===== src/rtl/alu_issue_queue_pkg.sv =====
// Shared types for the ALU reservation station: op payload, queue entry and CDB beat.
// Downstream queues (load/store, mul/div) import the same definitions.
package alu_issue_queue_pkg;

  localparam int XLEN     = 32;
  localparam int RS_TAG_W = 5;

  typedef enum logic [3:0] {
    ALU_ADD,
    ALU_SUB,
    ALU_AND,
    ALU_OR,
    ALU_XOR,
    ALU_SLL,
    ALU_SRL,
    ALU_SRA,
    ALU_SLT,
    ALU_SLTU
  } alu_op_e;

  typedef struct packed {
    logic                valid;
    alu_op_e             op;
    logic [RS_TAG_W-1:0] rob_idx;
    logic [4:0]          rd;
    logic [XLEN-1:0]     rs1_data;
    logic [XLEN-1:0]     rs2_data;
  } reservation_station_t;

  typedef struct packed {
    reservation_station_t rs;
    logic                 rs1_rdy;
    logic                 rs2_rdy;
    logic [RS_TAG_W-1:0]  rs1_tag;
    logic [RS_TAG_W-1:0]  rs2_tag;
  } alu_rs_entry_t;

  typedef struct packed {
    logic                valid;
    logic [RS_TAG_W-1:0] rob_idx;
    logic [XLEN-1:0]     data;
  } cdb_t;

  function automatic logic cdb_hit(input cdb_t c, input logic [RS_TAG_W-1:0] tag);
    return c.valid && (c.rob_idx == tag);
  endfunction

endpackage


===== src/rtl/alu_issue_queue_if.sv =====
// Dispatch, CDB snoop, flush and issue-side signals of the ALU issue queue.
// The pipeline side uses the master modport; the queue uses slave.
interface alu_issue_queue_if
  import alu_issue_queue_pkg::*;
#(
  parameter int DEPTH     = 8,
  parameter int ROB_IDX_W = RS_TAG_W,
  parameter int NUM_CDB   = 2
);
  logic                                flush;
  logic                                dispatch_valid;
  logic                                dispatch_ready;
  reservation_station_t                dispatch_entry;
  logic                                dispatch_rs1_rdy;
  logic                                dispatch_rs2_rdy;
  logic [ROB_IDX_W-1:0]                dispatch_rs1_tag;
  logic [ROB_IDX_W-1:0]                dispatch_rs2_tag;
  logic [NUM_CDB-1:0]                  cdb_valid;
  logic [NUM_CDB-1:0][ROB_IDX_W-1:0]   cdb_rob_idx;
  logic [NUM_CDB-1:0][XLEN-1:0]        cdb_data;
  logic                                issue_valid;
  logic                                issue_ready;
  reservation_station_t                issue_entry;
  logic [$clog2(DEPTH):0]              occupancy;

  modport master (
    output flush, dispatch_valid, dispatch_entry, dispatch_rs1_rdy, dispatch_rs2_rdy,
           dispatch_rs1_tag, dispatch_rs2_tag, cdb_valid, cdb_rob_idx, cdb_data, issue_ready,
    input  dispatch_ready, issue_valid, issue_entry, occupancy
  );

  modport slave (
    input  flush, dispatch_valid, dispatch_entry, dispatch_rs1_rdy, dispatch_rs2_rdy,
           dispatch_rs1_tag, dispatch_rs2_tag, cdb_valid, cdb_rob_idx, cdb_data, issue_ready,
    output dispatch_ready, issue_valid, issue_entry, occupancy
  );

endinterface


===== src/rtl/alu_issue_queue_age_matrix_select.sv =====
// Age matrix with oldest-first one-hot select; r_age[i][j]=1 means entry i is older than j.
// Shared by all issue queues, so it knows nothing about the payload.
module age_matrix_select #(
  parameter int DEPTH = 8
) (
  input  logic             clk,
  input  logic             rst,
  input  logic [DEPTH-1:0] i_alloc,
  input  logic [DEPTH-1:0] i_free,
  input  logic [DEPTH-1:0] i_req,
  output logic [DEPTH-1:0] o_grant
);

  logic [DEPTH-1:0] r_age [DEPTH];

  // A new entry becomes younger than everything; stale bits towards empty slots are overwritten on their next alloc.
  always_ff @(posedge clk) begin
    if (rst) begin
      for (int i = 0; i < DEPTH; i++) r_age[i] <= '0;
    end else begin
      for (int i = 0; i < DEPTH; i++) begin
        for (int j = 0; j < DEPTH; j++) begin
          if (i_alloc[i])                 r_age[i][j] <= 1'b0;
          else if (i_alloc[j])            r_age[i][j] <= 1'b1;
          else if (i_free[i] || i_free[j]) r_age[i][j] <= 1'b0;
        end
      end
    end
  end

  always_comb begin
    o_grant = '0;
    for (int i = 0; i < DEPTH; i++) begin
      o_grant[i] = i_req[i];
      for (int j = 0; j < DEPTH; j++) begin
        if (i_req[j] && r_age[j][i]) o_grant[i] = 1'b0;
      end
    end
  end

endmodule


===== src/rtl/alu_issue_queue.sv =====
// ALU reservation station: holds renamed ops until CDB wakeup, then issues the
// oldest ready one through a single registered, stallable slot.
module alu_issue_queue
  import alu_issue_queue_pkg::*;
#(
  parameter int DEPTH     = 8,
  parameter int ROB_IDX_W = RS_TAG_W,
  parameter int NUM_CDB   = 2
) (
  input  logic             clk,
  input  logic             rst,
  alu_issue_queue_if.slave io_bus
);

  localparam int OCC_W = $clog2(DEPTH) + 1;

  alu_rs_entry_t        r_entries [DEPTH];
  alu_rs_entry_t        w_next    [DEPTH];
  alu_rs_entry_t        w_new;
  reservation_station_t r_issue_entry;
  reservation_station_t w_pick;
  logic                 r_issue_valid;
  logic [OCC_W-1:0]     r_occupancy;
  cdb_t                 w_cdb [NUM_CDB];
  logic [DEPTH-1:0]     w_valid, w_req, w_grant, w_alloc, w_alloc_acc, w_free;
  logic                 w_accept, w_load, w_slot_open;
  logic [ROB_IDX_W-1:0] w_rs1_tag, w_rs2_tag;

  assign w_rs1_tag = io_bus.dispatch_rs1_tag;
  assign w_rs2_tag = io_bus.dispatch_rs2_tag;

  for (genvar p = 0; p < NUM_CDB; p++) begin : g_cdb
    assign w_cdb[p] = '{valid:   io_bus.cdb_valid[p],
                        rob_idx: io_bus.cdb_rob_idx[p],
                        data:    io_bus.cdb_data[p]};
  end

  always_comb begin
    w_valid = '0;
    w_req   = '0;
    for (int i = 0; i < DEPTH; i++) begin
      w_valid[i] = r_entries[i].rs.valid;
      w_req[i]   = r_entries[i].rs.valid && r_entries[i].rs1_rdy && r_entries[i].rs2_rdy;
    end
  end

  assign io_bus.dispatch_ready = (r_occupancy < OCC_W'(DEPTH));
  assign w_accept    = io_bus.dispatch_valid && io_bus.dispatch_ready && !io_bus.flush;
  assign w_alloc     = ~w_valid & (w_valid + DEPTH'(1));
  assign w_alloc_acc = w_accept ? w_alloc : '0;
  assign w_slot_open = !r_issue_valid || io_bus.issue_ready;
  assign w_load      = w_slot_open && (|w_grant) && !io_bus.flush;
  assign w_free      = w_load ? w_grant : '0;

  age_matrix_select #(.DEPTH(DEPTH)) u_age (
    .clk     (clk),
    .rst     (rst),
    .i_alloc (w_alloc_acc),
    .i_free  (w_free),
    .i_req   (w_req),
    .o_grant (w_grant)
  );

  // Descending port scan so the lowest-index matching port is the one that sticks.
  always_comb begin
    w_new            = '0;
    w_new.rs         = io_bus.dispatch_entry;
    w_new.rs.valid   = 1'b1;
    w_new.rs1_rdy    = io_bus.dispatch_rs1_rdy;
    w_new.rs2_rdy    = io_bus.dispatch_rs2_rdy;
    w_new.rs1_tag    = w_rs1_tag;
    w_new.rs2_tag    = w_rs2_tag;
    for (int p = NUM_CDB - 1; p >= 0; p--) begin
      if (!io_bus.dispatch_rs1_rdy && cdb_hit(w_cdb[p], w_rs1_tag)) begin
        w_new.rs1_rdy     = 1'b1;
        w_new.rs.rs1_data = w_cdb[p].data;
      end
      if (!io_bus.dispatch_rs2_rdy && cdb_hit(w_cdb[p], w_rs2_tag)) begin
        w_new.rs2_rdy     = 1'b1;
        w_new.rs.rs2_data = w_cdb[p].data;
      end
    end
  end

  always_comb begin
    for (int i = 0; i < DEPTH; i++) begin
      w_next[i] = r_entries[i];
      for (int p = NUM_CDB - 1; p >= 0; p--) begin
        if (!r_entries[i].rs1_rdy && cdb_hit(w_cdb[p], r_entries[i].rs1_tag)) begin
          w_next[i].rs1_rdy     = 1'b1;
          w_next[i].rs.rs1_data = w_cdb[p].data;
        end
        if (!r_entries[i].rs2_rdy && cdb_hit(w_cdb[p], r_entries[i].rs2_tag)) begin
          w_next[i].rs2_rdy     = 1'b1;
          w_next[i].rs.rs2_data = w_cdb[p].data;
        end
      end
      if (w_free[i])      w_next[i].rs.valid = 1'b0;
      if (w_alloc_acc[i]) w_next[i] = w_new;
    end
  end

  always_comb begin
    w_pick = '0;
    for (int i = 0; i < DEPTH; i++) begin
      if (w_grant[i]) w_pick = r_entries[i].rs;
    end
    w_pick.valid = 1'b1;
  end

  // Reset and flush have the same effect on every register here.
  always_ff @(posedge clk) begin
    if (rst || io_bus.flush) begin
      for (int i = 0; i < DEPTH; i++) r_entries[i] <= '0;
      r_issue_valid <= 1'b0;
      r_issue_entry <= '0;
      r_occupancy   <= '0;
    end else begin
      for (int i = 0; i < DEPTH; i++) r_entries[i] <= w_next[i];
      if (w_load) begin
        r_issue_valid <= 1'b1;
        r_issue_entry <= w_pick;
      end else if (r_issue_valid && io_bus.issue_ready) begin
        r_issue_valid <= 1'b0;
        r_issue_entry <= '0;
      end
      r_occupancy <= r_occupancy + OCC_W'(w_accept) - OCC_W'(w_load);
    end
  end

  assign io_bus.issue_valid = r_issue_valid;
  assign io_bus.issue_entry = r_issue_entry;
  assign io_bus.occupancy   = r_occupancy;

endmodule


===== src/flat_wrapper.sv =====
// flat-port wrapper written by rule: the top's interface ports become plain ports
module alu_issue_queue_flat import alu_issue_queue_pkg::*;
#(
  parameter int DEPTH     = 8,
  parameter int ROB_IDX_W = RS_TAG_W,
  parameter int NUM_CDB   = 2
)
  (clk, rst, io_bus_flush, io_bus_dispatch_valid, io_bus_dispatch_entry, io_bus_dispatch_rs1_rdy, io_bus_dispatch_rs2_rdy, io_bus_dispatch_rs1_tag, io_bus_dispatch_rs2_tag, io_bus_cdb_valid, io_bus_cdb_rob_idx, io_bus_cdb_data, io_bus_issue_ready, io_bus_dispatch_ready, io_bus_issue_valid, io_bus_issue_entry, io_bus_occupancy);
  alu_issue_queue_if #(.DEPTH(DEPTH), .ROB_IDX_W(ROB_IDX_W), .NUM_CDB(NUM_CDB)) io_bus_i ();
  input  logic clk;
  input  logic rst;
  input wire logic [$bits(io_bus_i.flush)-1:0] io_bus_flush;
  input wire logic [$bits(io_bus_i.dispatch_valid)-1:0] io_bus_dispatch_valid;
  input wire logic [$bits(io_bus_i.dispatch_entry)-1:0] io_bus_dispatch_entry;
  input wire logic [$bits(io_bus_i.dispatch_rs1_rdy)-1:0] io_bus_dispatch_rs1_rdy;
  input wire logic [$bits(io_bus_i.dispatch_rs2_rdy)-1:0] io_bus_dispatch_rs2_rdy;
  input wire logic [$bits(io_bus_i.dispatch_rs1_tag)-1:0] io_bus_dispatch_rs1_tag;
  input wire logic [$bits(io_bus_i.dispatch_rs2_tag)-1:0] io_bus_dispatch_rs2_tag;
  input wire logic [$bits(io_bus_i.cdb_valid)-1:0] io_bus_cdb_valid;
  input wire logic [$bits(io_bus_i.cdb_rob_idx)-1:0] io_bus_cdb_rob_idx;
  input wire logic [$bits(io_bus_i.cdb_data)-1:0] io_bus_cdb_data;
  input wire logic [$bits(io_bus_i.issue_ready)-1:0] io_bus_issue_ready;
  output wire logic [$bits(io_bus_i.dispatch_ready)-1:0] io_bus_dispatch_ready;
  output wire logic [$bits(io_bus_i.issue_valid)-1:0] io_bus_issue_valid;
  output wire logic [$bits(io_bus_i.issue_entry)-1:0] io_bus_issue_entry;
  output wire logic [$bits(io_bus_i.occupancy)-1:0] io_bus_occupancy;
  assign io_bus_i.flush = io_bus_flush;
  assign io_bus_i.dispatch_valid = io_bus_dispatch_valid;
  assign io_bus_i.dispatch_entry = io_bus_dispatch_entry;
  assign io_bus_i.dispatch_rs1_rdy = io_bus_dispatch_rs1_rdy;
  assign io_bus_i.dispatch_rs2_rdy = io_bus_dispatch_rs2_rdy;
  assign io_bus_i.dispatch_rs1_tag = io_bus_dispatch_rs1_tag;
  assign io_bus_i.dispatch_rs2_tag = io_bus_dispatch_rs2_tag;
  assign io_bus_i.cdb_valid = io_bus_cdb_valid;
  assign io_bus_i.cdb_rob_idx = io_bus_cdb_rob_idx;
  assign io_bus_i.cdb_data = io_bus_cdb_data;
  assign io_bus_i.issue_ready = io_bus_issue_ready;
  assign io_bus_dispatch_ready = io_bus_i.dispatch_ready;
  assign io_bus_issue_valid = io_bus_i.issue_valid;
  assign io_bus_issue_entry = io_bus_i.issue_entry;
  assign io_bus_occupancy = io_bus_i.occupancy;
  alu_issue_queue #(.DEPTH(DEPTH), .ROB_IDX_W(ROB_IDX_W), .NUM_CDB(NUM_CDB)) u_core (.clk(clk), .rst(rst), .io_bus(io_bus_i));
endmodule

===== config.mk =====
export PLATFORM = sky130hd
export DESIGN_NAME = alu_issue_queue_flat
export DESIGN_NICKNAME = d
export VERILOG_FILES = /design/src/rtl/alu_issue_queue_pkg.sv /design/src/rtl/alu_issue_queue_if.sv /design/src/rtl/alu_issue_queue_age_matrix_select.sv /design/src/rtl/alu_issue_queue.sv /design/src/flat_wrapper.sv
export SDC_FILE = /design/constraint.sdc
export NUM_CORES = 2
export LEC_CHECK = 0
export BUFFER_PORTS_ARGS = -buffer_cell sky130_fd_sc_hd__buf_4
export CAP_MARGIN = 40
export CELL_PAD_IN_SITES_DETAIL_PLACEMENT = 1
export CELL_PAD_IN_SITES_GLOBAL_PLACEMENT = 1
export CORE_MARGIN = 4
export CORE_UTILIZATION = 30
export DETAILED_ROUTE_END_ITERATION = 8
export GPL_TIMING_DRIVEN = 1
export PLACE_DENSITY_LB_ADDON = 0.1
export SLEW_MARGIN = 20
export SYNTH_ARGS = -nofsm -noshare
export SYNTH_HDL_FRONTEND = slang
export SYNTH_SLANG_ARGS = --single-unit

===== constraint.sdc =====
create_clock -name clk -period 5.1 [get_ports clk]
set_input_delay 0.255 -clock clk [delete_from_list [all_inputs] [get_ports clk]]
set_output_delay 0.255 -clock clk [all_outputs]
set_load 0.03 [all_outputs]

==> results.ini <==
[sta]
relSlewSlack_pct=35.9
rsz0062_at_grt=no
min_period_ns=3.98
hold_viol_final=0
worst_slew_pin_slew_ns=0.961
fmax_mhz=251
skew_ns=0.0282
fin_crit_sh_pct=78.1
setup_viol=0
drv_slew=0
hold_ws_ns=0.0605
setup-tns-final_ns=0

[outcome]
outcome=finished, final reports clean

[worst_setup_path]
slowest_stage=or2_4
crit_top_cell=buf_4
crit_family=buffers and inverters
reg2regPathDepth=9
cp-start-kind=flip-flop
timing.rr.start=u_core.r_entries[0][90]
worstPathMaxFanout=35
path_buf_inv=2
crit_arrival_ns=4.64
cp.required_ns=5.76
cp-end-kind=flip-flop
timing.rr.end=u_core.io_bus.issue_entry[72]
worstSetupPathType=flip-flop to flip-flop
r2r_slack_ns=1.12
critical_path.max_stage_delay_ns=0.82
critical_path.cell_chain=nand4_1 > o2111ai_4 > buf_4 > or2_4 > buf_4 > a311o_1 > a221oi_1 > o21a_1 > o2bb2ai_1

[cells_and_area]
num-fill-cells=17900
final-seq-area_um2=17900
layout.nets=5721
syn2layout_area_growth_pct=18.3
multi_input_area_um2=26500
post-route-util_pct=35.9
mostFrequentLayoutCell=dfxtp_1
drive_above_1_share_pct=14.1
layout_common_cells=dfxtp_1, mux2i_1, a21oi_1

[die]
initial_core_util_pct=30.3
dieArea_um2=165000
chipHeight_um=406
io_pins=257
rows=145
core_area_um2=157000
die_width_um=406

[cts]
numCtsBuffers=111
ctsHtreeMaxLevel=3
cts_tree=done
max-clock-path-buffers=3
path_clk_slew_ns=0.06
root_buffer=clkbuf_16
clk_latency_ns=0.74
post_cts_resized=0
numClockSinks=867
post_cts_buffers=0

[yosys]
synth_area_um2=47600
synth_edf_count=56
yosys.area_share.simple_pct=10.7
postSynthNetCount=5785
synthMuxAreaShare_pct=14.1
synth-adder-area-share_pct=0.147
ys_ff_latch=867
synth_cell_types=71
synth_xor_area_share_pct=3.37
synth_flop_cell=dfxtp_1
synth_top_family_by_area=compound AO/OA/AOI/OAI gates
synth.avg_cell_area_um2=8.49
synth-async-reset-ratio_pct=0
ys_seq_area_share_pct=37.6
syn_inst=5608
yosysWarnings=0
synth_compound_area_share_pct=26.8

[grt]
grt_max_degree=171
antenna_found_initial=6
grt_pass1_vias=48400
grt_pass1_wl_um=370000
overflow=0
grt_use_total_pct=30.8

[detailed_routing]
drt-initial-drc-count=4588
ant_nets=0
vias=48300
first_pass_iters=5
viasPerCell=6.27
route.detailed.drc=0
wl_um=263000
wl_per_cell_um=34.2

[place]
globalplace.congestion=0.832
portBuffers=255
detailed_place_hpwl_um=147000

[job]
cap_violations=0

[min_path]
worstHoldPathType=input port to flip-flop
whs_path_depth=3
hold_end=u_core.r_entries[0][289]
hp-start=io_bus_cdb_data[36]

[power]
power_leakage_uw=0.0230
ir_drop_uv=220
powerDensity_nw_per_um2=295

-- sequential cells by signal (all words and copies together) (netlist names) --
name / cells
u_core.r_entries: 728
u_core.io_bus.issue_entry: 79
u_core.u_age.r_age: 56
u_core.io_bus.occupancy: 4
-- per-stage QoR --
stage	power, uW	cell area (um2)	setup slack, ns	cells
after floorplan	7910	47600	2.18	5608
after global placement	8500	50700	1.25	7334
after detailed placement	8530	51400	1.26	7364
after CTS	16700	56200	1.24	7688
after global routing	17100	56300	1.04	7694
final	16600	56300	1.12	7697
-- repair_timing --
item | CTS | global route
setup endpoints to repair | 0 | 0
hold buffers | 119 | 0
hold endpoints to repair | 420 | 0
-- report_power, final --
group	switching [uW]	leakage (uW)	internal, uW	total [uW]
combinational	1050	0.0140	483	1530
clock	3430	0.00182	4700	8130
sequential	47.4	0.00711	6920	6970
-- metal layers --
metal | up-vias | routed length [um] | share of wire (%) | track usage (%)
li1 | 20600 | - | - | -
met1 | 24900 | 114000 | 43 | 41.0
met2 | 2173 | 121000 | 46 | 50.6
met3 | 525 | 17800 | 6.7 | 4.21
met4 | 0 | 10300 | 3.9 | 11.7
met5 | - | 0 | 0 | 0
-- cell usage after synthesis (37+ instances only) --
cell / n / area [um2]
dfxtp_1: 811 / 16200
clkbuf_1: 526 / 1970
mux2i_1: 516 / 5160
a21oi_1: 470 / 2350
nand2_1: 436 / 1640
nor2_1: 424 / 1590
a221oi_1: 405 / 3550
o21ai_0: 350 / 1750
o22ai_1: 329 / 2060
xor2_1: 146 / 1280
buf_2: 123 / 616
inv_1: 119 / 447
nor3_1: 76 / 380
nand3_1: 75 / 375
a311o_1: 73 / 731
o21a_1: 73 / 548
a22oi_1: 71 / 533
mux2_2: 64 / 721
o2bb2ai_1: 61 / 534
mux2i_2: 60 / 826
edfxtp_1: 56 / 1680
nand4_1: 43 / 269
nor4_1: 37 / 231
xnor2_1: 37 / 324
-- kinds of logic after synthesis --
family                     count (synthesis)
buffers and inverters                    839
DFF                                      867
xor gates and xnor gates                 183
and+or+nand+nor                         1172
muxes                                    640
AOI/OAI and AO/OA                       1902
adders and majority gates                  5
-- worst reg2reg max path, stage by stage (launching register included) --
cell	delay, ns
dfxtp_1	0.56
nand4_1	0.37
o2111ai_4	0.22
buf_4	0.69
or2_4	0.86
buf_4	0.53
a311o_1	0.31
a221oi_1	0.06
o21a_1	0.16
o2bb2ai_1	0.14
-- how the worst max path moves through the flow --
stage | start | end | slack, ns | cells past startpoint
after floorplan | u_core.r_entries[0][363] | u_core.io_bus.occupancy[2] | 2.18 | 15
after global placement | u_core.r_entries[0][90] | u_core.io_bus.occupancy[2] | 1.25 | 14
after detailed placement | u_core.r_entries[0][90] | u_core.io_bus.occupancy[2] | 1.26 | 14
after CTS | u_core.r_entries[0][90] | u_core.io_bus.occupancy[2] | 1.24 | 14
after global routing | u_core.r_entries[0][90] | u_core.io_bus.occupancy[2] | 1.04 | 14
final | u_core.r_entries[0][90] | u_core.io_bus.issue_entry[72] | 1.12 | 9
-- cell type report --
| class | count | area share (%) |
|---|---|---|
| Antenna cell | 3 | 0.0133 |
| Clock buffer | 174 | 5.94 |
| Clock inverter | 31 | 0.553 |
| Inverter | 119 | 0.793 |
| Multi-Input combinational cell | 3902 | 47.1 |
| Sequential cell | 867 | 31.8 |
| Tap cell | 2058 | 4.57 |
| Timing Repair Buffer | 543 | 9.22 |
No activity file was read; power rests on OpenSTA's default activity.
